### config.mk
export PLATFORM = sky130hd
export DESIGN_NAME = sd_dat_block_rx
export DESIGN_NICKNAME = d
export VERILOG_FILES = /design/src/rtl/sd_dat_block_rx.sv
export SDC_FILE = /design/constraint.sdc
export NUM_CORES = 1
export LEC_CHECK = 0
export ABC_CLOCK_PERIOD_IN_PS = 3100
export BUFFER_PORTS_ARGS = -buffer_cell sky130_fd_sc_hd__buf_2
export CORE_ASPECT_RATIO = 0.9
export CORE_MARGIN = 2
export CORE_UTILIZATION = 54
export DETAILED_ROUTE_END_ITERATION = 7
export MAX_ROUTING_LAYER = met4
export PLACE_DENSITY = 0.75
export SLEW_MARGIN = 40
export SYNTH_ARGS = -nofsm -noshare
export SYNTH_HDL_FRONTEND = slang
export SYNTH_SLANG_ARGS = --single-unit
### constraint.sdc
create_clock -name clk -period 3.1 [get_ports clk]
set_input_delay 0.62 -clock clk [delete_from_list [all_inputs] [get_ports clk]]
set_output_delay 0.62 -clock clk [all_outputs]
set_load 0.02 [all_outputs]
### src/rtl/sd_dat_block_rx.sv
// sd_dat_block_rx: 4-bit SD data-block receiver (card-to-host read direction).
//   Generates sd_clk from clk, waits for the start bit on all four DAT lines,
//   deserialises BLOCK_BYTES bytes into a byte FIFO, then checks the per-line
//   CRC16-CCITT and the end bit. The CPU drains the FIFO over an Avalon-MM
//   slave with read latency 1.
// Ports:
//   clk, reset_n        system clock, asynchronous active-low reset
//   address, chipselect, read_n, write_n, writedata, readdata
//                       register port: 0 CTRL, 1 STATUS, 2 DATA (pop), 3 DIV
//   sd_clk              SD card clock, toggles every div+1 clk cycles when running
//   sd_dat              DAT[3:0] from the card, already synchronised
//   irq                 level interrupt, done | timeout
module sd_dat_block_rx #(
  parameter int         BLOCK_BYTES  = 512,
  parameter int         FIFO_DEPTH   = 16,
  parameter int         TIMEOUT_CLKS = 4096,
  parameter logic [7:0] DIV_RESET    = 8'd4
) (
  input  logic        clk,
  input  logic        reset_n,
  input  logic [1:0]  address,
  input  logic        chipselect,
  input  logic        read_n,
  input  logic        write_n,
  input  logic [31:0] writedata,
  output logic [31:0] readdata,
  output logic        sd_clk,
  input  logic [3:0]  sd_dat,
  output logic        irq
);

  localparam int PTR_W      = $clog2(FIFO_DEPTH);
  localparam int CNT_W_FIFO = PTR_W + 1;
  localparam int DATA_EDGES = BLOCK_BYTES * 2;
  localparam int CNT_MAX    = (TIMEOUT_CLKS > DATA_EDGES) ? TIMEOUT_CLKS : DATA_EDGES;
  localparam int CNT_W      = $clog2(CNT_MAX + 1);

  typedef enum logic [2:0] {S_IDLE, S_WAIT_START, S_DATA, S_CRC, S_END} state_t;

  state_t                  state, state_nxt;
  logic [7:0]              div, div_cnt;
  logic [CNT_W-1:0]        cnt;
  logic                    nib;          // 0: next DATA edge carries byte[7:4]
  logic [3:0]              hi_nib;
  logic [3:0][15:0]        crc;
  logic                    done, crc_err, timeout;
  logic [7:0]              mem [FIFO_DEPTH];
  logic [PTR_W-1:0]        wr_ptr, rd_ptr;
  logic [CNT_W_FIFO-1:0]   count;
  logic [31:0]             rd_mux;
  logic                    unused_ok;

  wire wr        = chipselect & ~write_n;
  wire rd        = chipselect & ~read_n;
  wire ctrl_wr   = wr && (address == 2'd0);
  wire abort_cmd = ctrl_wr & writedata[1];
  wire launch    = ctrl_wr & writedata[0] & ~abort_cmd & (state == S_IDLE);
  wire busy      = (state != S_IDLE);
  wire fifo_full = (count == CNT_W_FIFO'(FIFO_DEPTH));

  // Stall only at a byte boundary, so the byte being assembled always has a
  // free slot by the time its second nibble arrives.
  wire stall  = (state == S_DATA) && fifo_full && !nib;
  // A high sd_clk is allowed to finish its half period before the stall holds it low.
  wire run    = busy && !(stall && !sd_clk);
  wire tick   = run && (div_cnt >= div);
  wire sd_rise = tick && !sd_clk && !abort_cmd;

  wire       push  = sd_rise && (state == S_DATA) && nib;
  wire       flush = abort_cmd | launch;
  wire       pop   = rd && (address == 2'd2) && (count != '0);

  assign irq       = done | timeout;
  assign unused_ok = ^writedata[31:8];

  function automatic logic [15:0] crc_next(input logic [15:0] c, input logic b);
    logic fb;
    fb = c[15] ^ b;
    return {c[14:0], 1'b0} ^ (fb ? 16'h1021 : 16'h0000);
  endfunction

  // NOTE: sequential state is assigned with <= so every flop samples the
  // pre-edge values of its neighbours, independent of block ordering.
  always_ff @(posedge clk or negedge reset_n) begin
    if (!reset_n) state <= S_IDLE;
    else          state <= state_nxt;
  end

  // NOTE: state_nxt gets its default before the case so no path leaves it
  // unassigned, which would otherwise infer a latch.
  always_comb begin
    state_nxt = state;
    unique case (state)
      S_IDLE:       if (launch) state_nxt = S_WAIT_START;
      S_WAIT_START: if (sd_rise) begin
                      if (sd_dat == 4'b0000)                     state_nxt = S_DATA;
                      else if (cnt == CNT_W'(TIMEOUT_CLKS - 1))  state_nxt = S_IDLE;
                    end
      S_DATA:       if (sd_rise && cnt == CNT_W'(DATA_EDGES - 1)) state_nxt = S_CRC;
      S_CRC:        if (sd_rise && cnt == CNT_W'(15))             state_nxt = S_END;
      S_END:        if (sd_rise)                                   state_nxt = S_IDLE;
      default:      state_nxt = S_IDLE;
    endcase
    if (abort_cmd) state_nxt = S_IDLE;
  end

  // SD clock generator and divider register.
  always_ff @(posedge clk or negedge reset_n) begin
    if (!reset_n) begin
      div     <= DIV_RESET;
      div_cnt <= '0;
      sd_clk  <= 1'b0;
    end else begin
      if (wr && address == 2'd3) div <= writedata[7:0];
      if (abort_cmd || !run) begin
        sd_clk  <= 1'b0;
        div_cnt <= '0;
      end else if (tick) begin
        sd_clk  <= ~sd_clk;
        div_cnt <= '0;
      end else begin
        div_cnt <= div_cnt + 1'b1;
      end
    end
  end

  // Deserialiser, CRC engines and flags; everything advances on sd_clk rises.
  always_ff @(posedge clk or negedge reset_n) begin
    if (!reset_n) begin
      cnt <= '0; nib <= 1'b0; hi_nib <= '0; crc <= '0;
      done <= 1'b0; crc_err <= 1'b0; timeout <= 1'b0;
    end else if (flush) begin
      cnt <= '0; nib <= 1'b0; crc <= '0;
      done <= 1'b0; crc_err <= 1'b0; timeout <= 1'b0;
    end else if (sd_rise) begin
      case (state)
        S_WAIT_START: begin
          if (sd_dat == 4'b0000)                    cnt <= '0;
          else if (cnt == CNT_W'(TIMEOUT_CLKS - 1)) timeout <= 1'b1;
          else                                      cnt <= cnt + 1'b1;
        end
        S_DATA: begin
          for (int i = 0; i < 4; i++) crc[i] <= crc_next(crc[i], sd_dat[i]);
          if (!nib) hi_nib <= sd_dat;
          nib <= ~nib;
          cnt <= (cnt == CNT_W'(DATA_EDGES - 1)) ? '0 : cnt + 1'b1;
        end
        S_CRC: begin
          for (int i = 0; i < 4; i++) begin
            if (sd_dat[i] != crc[i][15]) crc_err <= 1'b1;
            crc[i] <= {crc[i][14:0], 1'b0};
          end
          cnt <= (cnt == CNT_W'(15)) ? '0 : cnt + 1'b1;
        end
        S_END: begin
          if (sd_dat != 4'hF) crc_err <= 1'b1;
          done <= 1'b1;
        end
        default: ;
      endcase
    end
  end

  // Receive FIFO pointers and occupancy.
  always_ff @(posedge clk or negedge reset_n) begin
    if (!reset_n) begin
      wr_ptr <= '0; rd_ptr <= '0; count <= '0;
    end else if (flush) begin
      wr_ptr <= '0; rd_ptr <= '0; count <= '0;
    end else begin
      if (push) wr_ptr <= wr_ptr + 1'b1;
      if (pop)  rd_ptr <= rd_ptr + 1'b1;
      case ({push, pop})
        2'b10:   count <= count + 1'b1;
        2'b01:   count <= count - 1'b1;
        default: ;
      endcase
    end
  end

  // NOTE: the storage array has no reset; occupancy is tracked by count, and
  // an empty FIFO never exposes mem contents.
  always_ff @(posedge clk) begin
    if (push) mem[wr_ptr] <= {hi_nib, sd_dat};
  end

  always_comb begin
    rd_mux = '0;
    case (address)
      2'd1: begin
        rd_mux[0]    = busy;
        rd_mux[1]    = done;
        rd_mux[2]    = crc_err;
        rd_mux[3]    = timeout;
        rd_mux[4]    = (count != '0);
        rd_mux[12:8] = 5'(count);
      end
      2'd2:    rd_mux[7:0] = (count != '0) ? mem[rd_ptr] : 8'h00;
      2'd3:    rd_mux[7:0] = div;
      default: ;
    endcase
  end

  always_ff @(posedge clk or negedge reset_n) begin
    if (!reset_n) readdata <= '0;
    else          readdata <= rd_mux;
  end

endmodule

== After elaboration in Yosys (flattened, before gate mapping) ==
Memory sizes are Yosys's and may differ from the RTL's.
Cells that the tools add are included.

* Register bits: 131
* Bits in writable memories: 128
* Input bits: 43
* Output and inout bits: 34
* Logic and storage cells: 180
* Memories kept: 1

{| class="wikitable"
|+ Memory list
! memory !! depth !! width !! read ports !! clocked after memory_dff !! wr ports !! line !! source
|-
| mem || 16 || 8 || 1 || 0 || 1 || 47 || <nowiki>logic [7:0] mem [FIFO_DEPTH];</nowiki>
|}

* Add/subtract/negate cells: 6
* $lt $le $gt $ge: 1
* Eq/ne operators: 28
* Mux-type cells: 58
* Bitwise operators: 22
* Reductions and logical operators: 46

{| class="wikitable"
|+ Operators by type and width
! cell !! count
|-
| 2-to-1 mux 13 bit || 10
|-
| 2-to-1 mux 64 bit || 2
|-
| one-hot mux 64 bit (2 select lines) || 1
|-
| bitwise XOR 16 x 13 -> 16 bit || 4
|-
| one-hot mux 13 bit (3 select lines) || 1
|-
| 2-to-1 mux 3 bit || 8
|-
| 2-to-1 mux 8 bit || 3
|-
| 2-to-1 mux 1 bit || 22
|-
| 2-to-1 mux 4 bit || 4
|-
| nonzero test 2 bit || 8
|-
| logical AND 1 bit || 15
|-
| inequality test 3 bit (second input constant) || 5
|-
| one-hot mux 3 bit (5 select lines) || 1
|-
| one-hot mux 5 bit (3 select lines) || 1
|-
| adder 13 x 1 -> 13 bit (second input constant) || 1
|-
| equality test 13 x 10 -> 1 bit (second input constant) || 1
|-
| equality test 13 x 12 -> 1 bit (second input constant) || 1
|-
| equality test 13 x 4 -> 1 bit (second input constant) || 1
|-
| inequality test 4 bit (second input constant) || 3
|-
| AND reduction 4 bit || 3
|-
| nonzero test 3 bit || 4
|-
| 2-to-1 mux 5 bit || 2
|-
| one-hot mux 5 bit (2 select lines) || 1
|-
| adder 4 x 1 -> 4 bit (second input constant) || 2
|-
| other kinds (30) || 57
|}

== Depth between registers and ports, before layout ==
Gate-level depths: netlist of run 1.

* Word-level depth: 14
* Mapped depth: 14
* Mapped depth without buffers: 13

== Least setup slack after synthesis of run 1 ==
OpenSTA, ideal clock, no wires.

* Path type: register to register
* Start: register div_cnt[0]
* End: register count[4]
* Setup time: 127 ps
* Data arrival time: 3078 ps
* Data required time: 2973 ps
* Setup slack: -105 ps
* Stages on the path, launching flop included: 15
* Buffers on the path: 1
* Clock period less this slack: 3205 ps
* Cell sequence: dfrtp_1 -> inv_1 -> ha_1 -> nand2b_1 -> a2111oi_0 -> o211ai_1 -> and3_1 -> buf_2 -> a21oi_2 -> xor2_1 -> ha_1 -> or3_1 -> a21oi_1 -> a31oi_1 -> mux2i_1

* Cells in the longest elaborated chain, start to end: 9
* Elaborated cells between the ends (all ways): 11
* Classes of those cells: order compare: 1; eq/ne: 2; mux: 2; reduce/logical: 6

{| class="wikitable"
|+ Ends and longest elaborated chain
! item !! line !! source
|-
| start, declared || 41 || <nowiki>logic [7:0] div, div_cnt;</nowiki>
|-
| start signal, assigned || 122 || <nowiki>div_cnt <= div_cnt + 1'b1;</nowiki>
|-
| >= comparator 8 bit (*) || 66 || <nowiki>wire tick = run && (div_cnt >= div);</nowiki>
|-
| logical AND 1 bit (*) || 66 ||
|-
| logical AND 1 bit (*) (2 in series) || 67 || <nowiki>wire sd_rise = tick && !sd_clk && !abort_cmd;</nowiki>
|-
| logical AND 1 bit (*) (2 in series) || 69 || <nowiki>wire push = sd_rise && (state == S_DATA) && nib;</nowiki>
|-
| equality test 2 x 1 -> 1 bit or equality test 2 bit (tied branches) || 173 || <nowiki>case ({push, pop})</nowiki>
|-
| one-hot mux 5 bit (2 select lines) || 173 ||
|-
| 2-to-1 mux 5 bit || 168 || <nowiki>end else if (flush) begin</nowiki>
|-
| end signal, assigned || 174 || <nowiki>2'b10: count <= count + 1'b1;</nowiki>
|-
| end signal, assigned || 175 || <nowiki>2'b01: count <= count - 1'b1;</nowiki>
|-
| end, declared || 49 || <nowiki>logic [CNT_W_FIFO-1:0] count;</nowiki>
|}

Mark *: on every way between the ends. The rest lies on a longest branch, timed or not.
A chain may end at the register's enable or synchronous reset.

== Worst setup path after layout of run 1 ==
* Start: register div[0]
* End: register count[4]

* Cells in the longest elaborated chain, start to end: 9
* Elaborated cells between the ends (all ways): 11
* Classes of those cells: order compare: 1; eq/ne: 2; mux: 2; reduce/logical: 6

{| class="wikitable"
|+ Ends and longest elaborated chain
! item !! line !! source
|-
| start, declared || 41 ||
|-
| start signal, assigned || 114 || <nowiki>if (wr && address == 2'd3) div <= writedata[7:0];</nowiki>
|-
| >= comparator 8 bit (*) || 66 ||
|-
| logical AND 1 bit (*) || 66 ||
|-
| logical AND 1 bit (*) (2 in series) || 67 ||
|-
| logical AND 1 bit (*) (2 in series) || 69 ||
|-
| equality test 2 x 1 -> 1 bit or equality test 2 bit (tied branches) || 173 ||
|-
| one-hot mux 5 bit (2 select lines) || 173 ||
|-
| 2-to-1 mux 5 bit || 168 ||
|}

Marks and branches as above.

==> results of run 1 <==
## Yosys cell counts (all sizes together) (2+ instances only)
master	number	area share, %
mux4	40	8.0
and3	14	0.77
inv	18	0.60
mux2	12	1.2
xnor2	2	0.15
nand2b	5	0.28
and2	18	1.0
nand2	140	4.6
a31oi	11	0.74
or3	4	0.27
xor2	22	1.7
nor4	5	0.28
nor2b	5	0.28
nand4	6	0.33
clkbuf	29	0.96
ha	17	1.9
o21ai	41	1.8
buf	36	2.5
a211oi	3	0.20
nor4b	3	0.29
dfrtp	130	29
or2	2	0.11
o21a	3	0.20
nand3	84	3.8
a21oi	13	0.61
o211ai	3	0.20
nor2	38	1.3
o31ai	9	0.60
edfxtp	128	34
a22oi	4	0.27
nor3	10	0.49
a31o	2	0.15
mux2i	3	0.27
and4	4	0.31
## layout make-up
class / count / share of cell area [%]
Sequential cell: 259 / 55.5
Inverter: 18 / 0.527
Clock inverter: 17 / 1.19
Timing Repair Buffer: 78 / 4.36
Multi-Input combinational cell: 554 / 30.1
Clock buffer: 31 / 5.46
Tap cell: 286 / 2.79
## through the flow
stage / hold WS [ns] / std cells
2_1_floorplan: 0.324 / 896
4_1_cts: 0.116 / 1243
3_3_place_gp: 0.447 / 1195
3_5_place_dp: 0.452 / 1195
5_1_grt: 0.147 / 1243
6_report: 0.0752 / 1243
## routing by layer
layer	part of all wire, %	vias up
met1	43	3512
met2	49	224
met4	1.8	0
met5	0	-
met3	6.2	36
li1	-	3263
## cells by family (layout without fill, tap and decap cells)
family / after synthesis / after routing / synth area share [%]
buffers and inverters: 83 / 144 / 4.01
AND/OR/NAND/NOR: 343 / 343 / 14.5
other: 1 / 19 / 0.0331
adder cells (fa/ha/maj): 17 / 17 / 1.88
multiplexers: 55 / 55 / 9.42
XOR/XNOR: 24 / 24 / 1.86
AO/OA/AOI/OAI: 96 / 96 / 5.37
flip-flops: 259 / 259 / 62.9
## placed cells by master (no fill, tap or decap), types with 12 or more instances in the layout
master and count:
nor2_1 38, buf_4 41, edfxtp_1 128, inv_1 17, clkbuf_16 27, nand2_1 139, o21ai_0 30, buf_2 32
conb_1 19, and3_1 13, dfrtp_1 129, xor2_1 22, mux2_2 12, ha_1 17, mux4_2 40, a21oi_1 12
and2_1 18, nand3_1 83
## power by group through the flow
stage / Clock (mW) / Sequential, mW / Combinational, mW
finish: 3.09 / 3.97 / 1.69
global route: 3.28 / 3.99 / 1.85
floorplan: 0 / 4.00 / 1.19
detailed placement: 0 / 4.04 / 1.65
global placement: 0 / 4.03 / 1.62
CTS: 3.14 / 3.97 / 1.67
## flip-flops by register name, indices dropped and copies added (netlist names)
| register | flops |
|---|---|
| mem | 128 |
| crc | 64 |
| cnt | 13 |
| readdata | 13 |
| div | 8 |
| div_cnt | 8 |
| count | 5 |
| hi_nib | 4 |
| rd_ptr | 4 |
| wr_ptr | 4 |
| state | 3 |
| crc_err | 1 |
| done | 1 |
| nib | 1 |
| sd_clk | 1 |
| timeout | 1 |
## worst paths after layout
check,from,to
setup / recovery,div[0],count[4]
hold / removal,reset_n,div_cnt[4]
setup reg to reg,div[0],count[4]
hold reg to reg,crc[61],crc[62]
max in group asynchronous,reset_n,crc[50]
min in group clk,writedata[7],div[7]
==> results by group, run 1 <==
Critical path
  – Crit path max-delay family: compound AO/OA/AOI/OAI gates
  – Most common cell on crit path: ha_1
  – Worst path cell trace: ha_1, nand2b_1, a2111oi_4, o211ai_1, and3_1, a21oi_4, xor2_1, ha_1, or3_1, a21oi_1, a31oi_1, mux2i_1
  – Worst Path Required: about 3.5 ns
  – Critical Path Source Type: flop
  – Crit path depth: 12
  – CP Data Arrival Time: approximately 3.5 ns
  – Max stage delay on crit path: 0.40 ns
  – Worst R2R Path Depth: 12
  – Critical path buffer and inverter count: 0
  – Worst Setup End Kind: flop
  – Kind of critical path: flop to flop
  – Highest-delay cell along the critical path: dfrtp_1
  – FF-to-FF setup slack: 0.05 ns
  – CP max FO: 4

Synth
  – Number of synthesized flops with an enable pin: 128
  – Post-synthesis async set-or-reset flop share: between 50% and 60%
  – Syn Std Cell Area: 11,300 µm²
  – YS warnings: 0
  – Synthesized instance count: 878
  – Synth cell types: 59
  – Syn_area_per_cell: 12.9 µm²
  – Dominant register cell in the synthesized netlist: dfrtp_1
  – Sequential area share after synthesis: 62.9%
  – Flops & latches, synth: between 200 and 300

Floorplanning
  – Die X: 157 µm
  – Die Span Y: 141 µm
  – Die ar.: between 20,000 and 25,000 µm²
  – I/O pin count: 77
  – Core region area: 20,700 µm²
  – Row count: 50
  – Initial core utilization: 54.6%

Power and ir drop
  – NetSw: roughly 2.4 mW
  – Sw frac: 27.5%
  – Reg power frac: 45.4%
  – Post-layout power: 8.76 mW
  – Logic pwr share: around 19%
  – Clock Power Share: between 30% and 40%
  – Int Power: about 6.3 mW
  – Cell Pwr Density: 683 nW/µm²
  – Leakage power: ~5.5 nW
  – Worst vdd ir: 0.448 mV

CTS
  – Depth of the CTS H-tree: 1
  – Worst-skew pair later-pin latency: 0.53 ns
  – Cell at the root of the clock tree: clkbuf_16
  – CTS Buffer Depth: 3
  – Post-CTS Setup Bufs: 0
  – Hold buffer count at CTS: 0
  – TritonCTS clock tree: built
  – Post-CTS sizing: 0
  – CTS Buf Count: 26
  – # clock sinks: 259
  – Worst-path clk slew: 0.06 ns

Timing
  – Max-slew headroom: 49.8%
  – Slew Viols, Final: 0
  – Final worst slack: 0.0505 ns
  – Fin crit share: 98.4%
  – RSZ-0062 raised after global routing: yes
  – Final setup fails: 0
  – Final hold viol count: 0
  – Minimum clock period: between 3 and 4 ns
  – Worst Tran Pin Value: roughly 0.75 ns
  – Layout Skew: 0.0124 ns
  – Peak Freq: 0.328 GHz
  – Post-Route Setup TNS: 0 ns

Route
  – WL/cell: 18.6 µm
  – DRC Markers: 0
  – Initial DRC count: between 600 and 700
  – First drt pass iteration count: 5
  – DR vias: 7,035
  – Routed Antenna Nets: 0
  – WL final: between 20 and 25 mm
  – Vias per cell: 5.66

Layout
  – Area delta synth->final: 13.3%
  – # nets final: 997
  – Share of layout cells above drive strength 1: 20.4%
  – Multi-input logic area: 3860 µm²
  – Fill cell count: 1,546
  – Register area: slightly above 7000 µm²
  – Final Util: about three fifths
  – Antenna diodes: 0
  – Post-route cell area: 12,800 µm²

Outcome
  – Status: complete, no violations

Global routing
  – GRT met2 Usage: 35.0%
  – First-pass GRT wire length: 37.2 mm
  – Largest net degree at the start of global routing: 73
  – Routing usage on met1: between 30% and 40%
  – Met3 Use GR: 3.42%
  – Vias in the first global route: just under 7,000
  – GR Util All Layers: 22.2%
  – Total grt overflow: 0
  – Initial antenna violation count: 0
  – GRT Max-Usage Layer: met2

Placed design
  – DP Area: around 12,000 µm²
  – Final weighted congestion in routability-driven placement: between 0.8 and 0.9
  – Pre-CTS setup slack: 0.0413 ns
  – Number of port buffers: 33
  – Final HPWL from detailed placement: ~14 mm

Min path
  – HP Class: input pin to asynchronous set/reset pin

Job
  – Max Cap Violations: 0
(Power assumes the default switching activity.)
==> inputs of run 2 (changes only) <==
- ABC_AREA: unset -> 1
- SLEW_MARGIN: 40 -> unset
==> run 2 against run 1 <==
Effect of this change:
- via count is 10% higher
- final cell count grew 12%
- first-iteration DRC count increased by 5.0%
- non-clock buffer count is 11 lower
- routed wire length increased by 2.0%
- maximum frequency is 14% higher
- global-route usage rose by 0.34 points
- synthesized cell count increased by 21%
- sequential power is 16% higher
- clock power decreased by 4%
- largest cell class unchanged
==> results by group, run 2 <==
Outcome
  – Status: complete, no violations

Global routing
  – Met3 Use GR: 4.21% (+0.79 points)
  – GRT met2 Usage: 34.4% (-0.57 points)
  – Largest net degree at the start of global routing: 77 (+5.5%)
  – GRT Max-Usage Layer: met2
  – Total grt overflow: 0 (unchanged)
  – Routing usage on met1: 31.1% (+0.083 points)
  – Initial antenna violation count: 0 (unchanged)
  – First-pass GRT wire length: 37.9 mm (+1.7%)
  – Vias in the first global route: 7,337 (+5.7%)
  – GR Util All Layers: 22.5% (+0.34 points)

Synth
  – YS warnings: 0 (unchanged)
  – Synth top area cells: edfxtp_1 34%, dfrtp_1 29%, o21ai_0 5.2%
  – Post-synthesis async set-or-reset flop share: 50.6% (unchanged)
  – Dominant register cell in the synthesized netlist: dfrtp_1
  – Syn Std Cell Area: 11,200 µm² (-0.62%)
  – Syn_area_per_cell: 10.6 µm² (-18%)
  – Synth cell types: 52 (-12%)
  – Most frequent cells after synthesis: 130 x dfrtp_1, 128 x edfxtp_1, 128 x nor2_1
  – Most frequent cell after synthesis: dfrtp_1
  – Top-area cell type share of the netlist area: 34.2% (+0.21 points)
  – Synthesized instance count: 1,058 (+21%)
  – Number of synthesized flops with an enable pin: 128 (unchanged)
  – Synth area leader: edfxtp_1
  – Flops & latches, synth: 259 (unchanged)
  – Sequential area share after synthesis: 63.3% (+0.39 points)

CTS
  – Cell at the root of the clock tree: clkbuf_16
  – Worst-path clk slew: 0.06 ns (about the same)
  – Post-CTS sizing: 0 (unchanged)
  – Depth of the CTS H-tree: 1 (unchanged)
  – Worst-skew pair later-pin latency: 0.53 ns (about the same)
  – # clock sinks: 259 (unchanged)
  – TritonCTS clock tree: built
  – Hold buffer count at CTS: 0 (unchanged)
  – Post-CTS Setup Bufs: 0 (unchanged)
  – CTS Buf Count: 26 (unchanged)
  – CTS Buffer Depth: 3 (unchanged)

Layout
  – Area delta synth->final: 12.0%
  – Fill cell count: 1,570 (+1.6%)
  – Commonest non-fill, non-tap cell in the layout: dfrtp_1
  – Most frequent cells in the layout: 129 x dfrtp_1, 128 x nor2_1, 128 x edfxtp_1, 120 x inv_1, 116 x o21ai_0
  – # nets final: 1,170 (+17%)
  – Top Registers: mem: 128 flops, crc: 64 flops
  – Register with the most flip-flops: mem
  – Share of layout cells above drive strength 1: 12.9% (-7.5 points)
  – Antenna diodes: 0 (unchanged)
  – Max reg flops: 128 (unchanged)

Floorplanning
  – I/O pin count: 77 (unchanged)
  – Die Span Y: 141 µm (-0.30%)
  – Die X: 156 µm (-0.30%)
  – Initial core utilization: 54.5% (-0.17 points)
  – Core region area: 20,600 µm² (-0.30%)
  – Die ar.: 22,000 µm² (-0.60%)
  – Row count: 50 (unchanged)

Critical path
  – Most common cell on crit path: nand2_1
  – Worst Setup End Kind: flop
  – CP Data Arrival Time: 3.11 ns (-0.35 ns)
  – Max stage delay on crit path: 0.52 ns (+0.12 ns)
  – Worst path cell trace: inv_1, ha_1, nand2_1, nor2_1, nor2_1, nand2_1, a21oi_1, nand2_2, nand4_4, nand3_1, nand2_1, inv_2, ha_1, inv_1, nand2_1, nand3_1, nand3b_1, nand3_1, nand2_1
  – Highest-delay cell along the critical path: dfstp_2
  – FF-to-FF setup slack: 0.41 ns (+0.36 ns)
  – Worst Path Required: 3.52 ns (about the same)
  – Critical Path Source Type: flop
  – CP max FO: 6 (+2)
  – Kind of critical path: flop to flop

Power and ir drop
  – Leakage power: 5.33 nW (-3.5%)
  – Post-layout power: 10.6 mW (+21%)
  – Worst vdd ir: 0.525 mV (+17%)
  – Logic pwr share: 28.9% (+9.6 points)
  – Cell Pwr Density: 844 nW/µm² (+24%)
  – NetSw: 3.67 mW (+52%)
  – Clock Power Share: 27.9% (-7.4 points)
  – Sw frac: 34.5% (+7.0 points)
  – Reg power frac: 43.2% (-2.2 points)
  – Int Power: 6.96 mW (+9.7%)

Route
  – Routed Antenna Nets: 0 (unchanged)
  – DRC Markers: 0 (unchanged)
  – DR vias: 7,736 (+10%)
  – WL final: 23.5 mm (+2.0%)
  – Vias per cell: 5.57 (-1.5%)
  – First drt pass iteration count: 5 (unchanged)
  – Initial DRC count: 670 (+5.0%)
  – WL/cell: 17.0 µm (-8.7%)

Timing
  – Layout Skew: 0.0134 ns (+0.000970 ns)
  – Worst Tran Pin Value: 0.795 ns (+0.0419 ns)
  – Final setup fails: 0 (unchanged)
  – RSZ-0062 raised after global routing: no
  – Max-slew headroom: 46.9% (-2.9 points)
  – Post-Route Setup TNS: 0 ns (unchanged)
  – Fin crit share: 86.6% (-12 points)
  – Final hold viol count: 0 (unchanged)
  – Slew Viols, Final: 0 (unchanged)
  – Peak Freq: 0.372 GHz (+14%)
  – Minimum clock period: 2.69 ns (-0.364 ns)

Min path
  – HP Class: input pin to asynchronous set/reset pin

Placed design
  – Final weighted congestion in routability-driven placement: 0.883 (+5.1%)
  – Number of port buffers: 33 (unchanged)
  – Final HPWL from detailed placement: 14.9 mm (+3.8%)

Job
  – Max Cap Violations: 0 (unchanged)
## run 2: cell types whose count changed after synthesis, moves of 39 or more
cell / previous run / this run
inv_1: 17 / 120
nor2_1: 38 / 128
nand2_1: 140 / 101
nand3_1: 83 / 36
mux4_2: 40 / 0
o22ai_1: 1 / 66
o21ai_0: 31 / 116
## run 2: per-layer routing
metal	part of all wire [%]	vias up
met5	0	-
met4	2.5	0
met3	7.5	49
met2	46	284
met1	44	3697
li1	-	3706
## run 2: power by group through the flow
stage / Combinational, mW / Sequential [mW] / Clock [mW]
3_5_place_dp: 3.03 / 4.66 / 0
3_3_place_gp: 2.93 / 4.63 / 0
2_1_floorplan: 2.14 / 4.60 / 0
4_1_cts: 3.06 / 4.60 / 3.01
5_1_grt: 3.44 / 4.66 / 3.15
6_report: 3.07 / 4.59 / 2.97
## run 2: stage by stage
stage	hold slack, ns	util [%]	std cells	cell area (µm²)	setup slack [ns]
final	0.0753	61.0	1388	12600	0.414
after CTS	0.111	61.0	1388	12600	0.413
after global placement	0.487	57.1	1342	11800	0.411
after detailed placement	0.489	57.1	1342	11800	0.358
after floorplan	0.324	-	1076	11300	0.628
after global routing	0.130	61.0	1388	12600	0.215
## run 2: cell families (layout without fill, tap and decap cells)
logic type,Yosys count,in the layout,share of synthesized area [%]
compound gates,256,256,13.3
xor+xnor,17,17,1.32
fa+ha+maj,17,17,1.89
buf+inv,194,246,7.34
flops,259,259,63.3
mux,3,3,0.278
other cells,1,19,0.0333
simple gates,311,311,12.5
## run 2: final timing paths
path | from | end | depth (start not counted)
worst min-delay path | reset_n | readdata[7] | 1
min in group clk | writedata[5] | div[5] | 3
max in group asynchronous | reset_n | crc[5] | 2
worst max register to register | div[2] | count[4] | 19
worst min register to register | div_cnt[0] | div_cnt[0] | 1
worst max-delay path | div[2] | count[4] | 19
## run 2: layout make-up
type,count,area (µm²),area share [%]
Clock buffer,37,737,5.85
Inverter,133,500,3.97
Clock inverter,9,72.6,0.576
Sequential cell,259,7120,56.5
Multi-Input combinational cell,623,3360,26.7
Tap cell,260,325,2.58
Timing Repair Buffer,67,477,3.78
## run 2: critical path, delay by kind of cell (launching register included)
family / cells / cell delay [ns]
AO/OA/AOI/OAI: 1 / 0.22
flip-flops: 1 / 0.52
AND/OR/NAND/NOR: 13 / 1.21
buffers and inverters: 3 / 0.17
adder cells (fa/ha/maj): 2 / 0.45
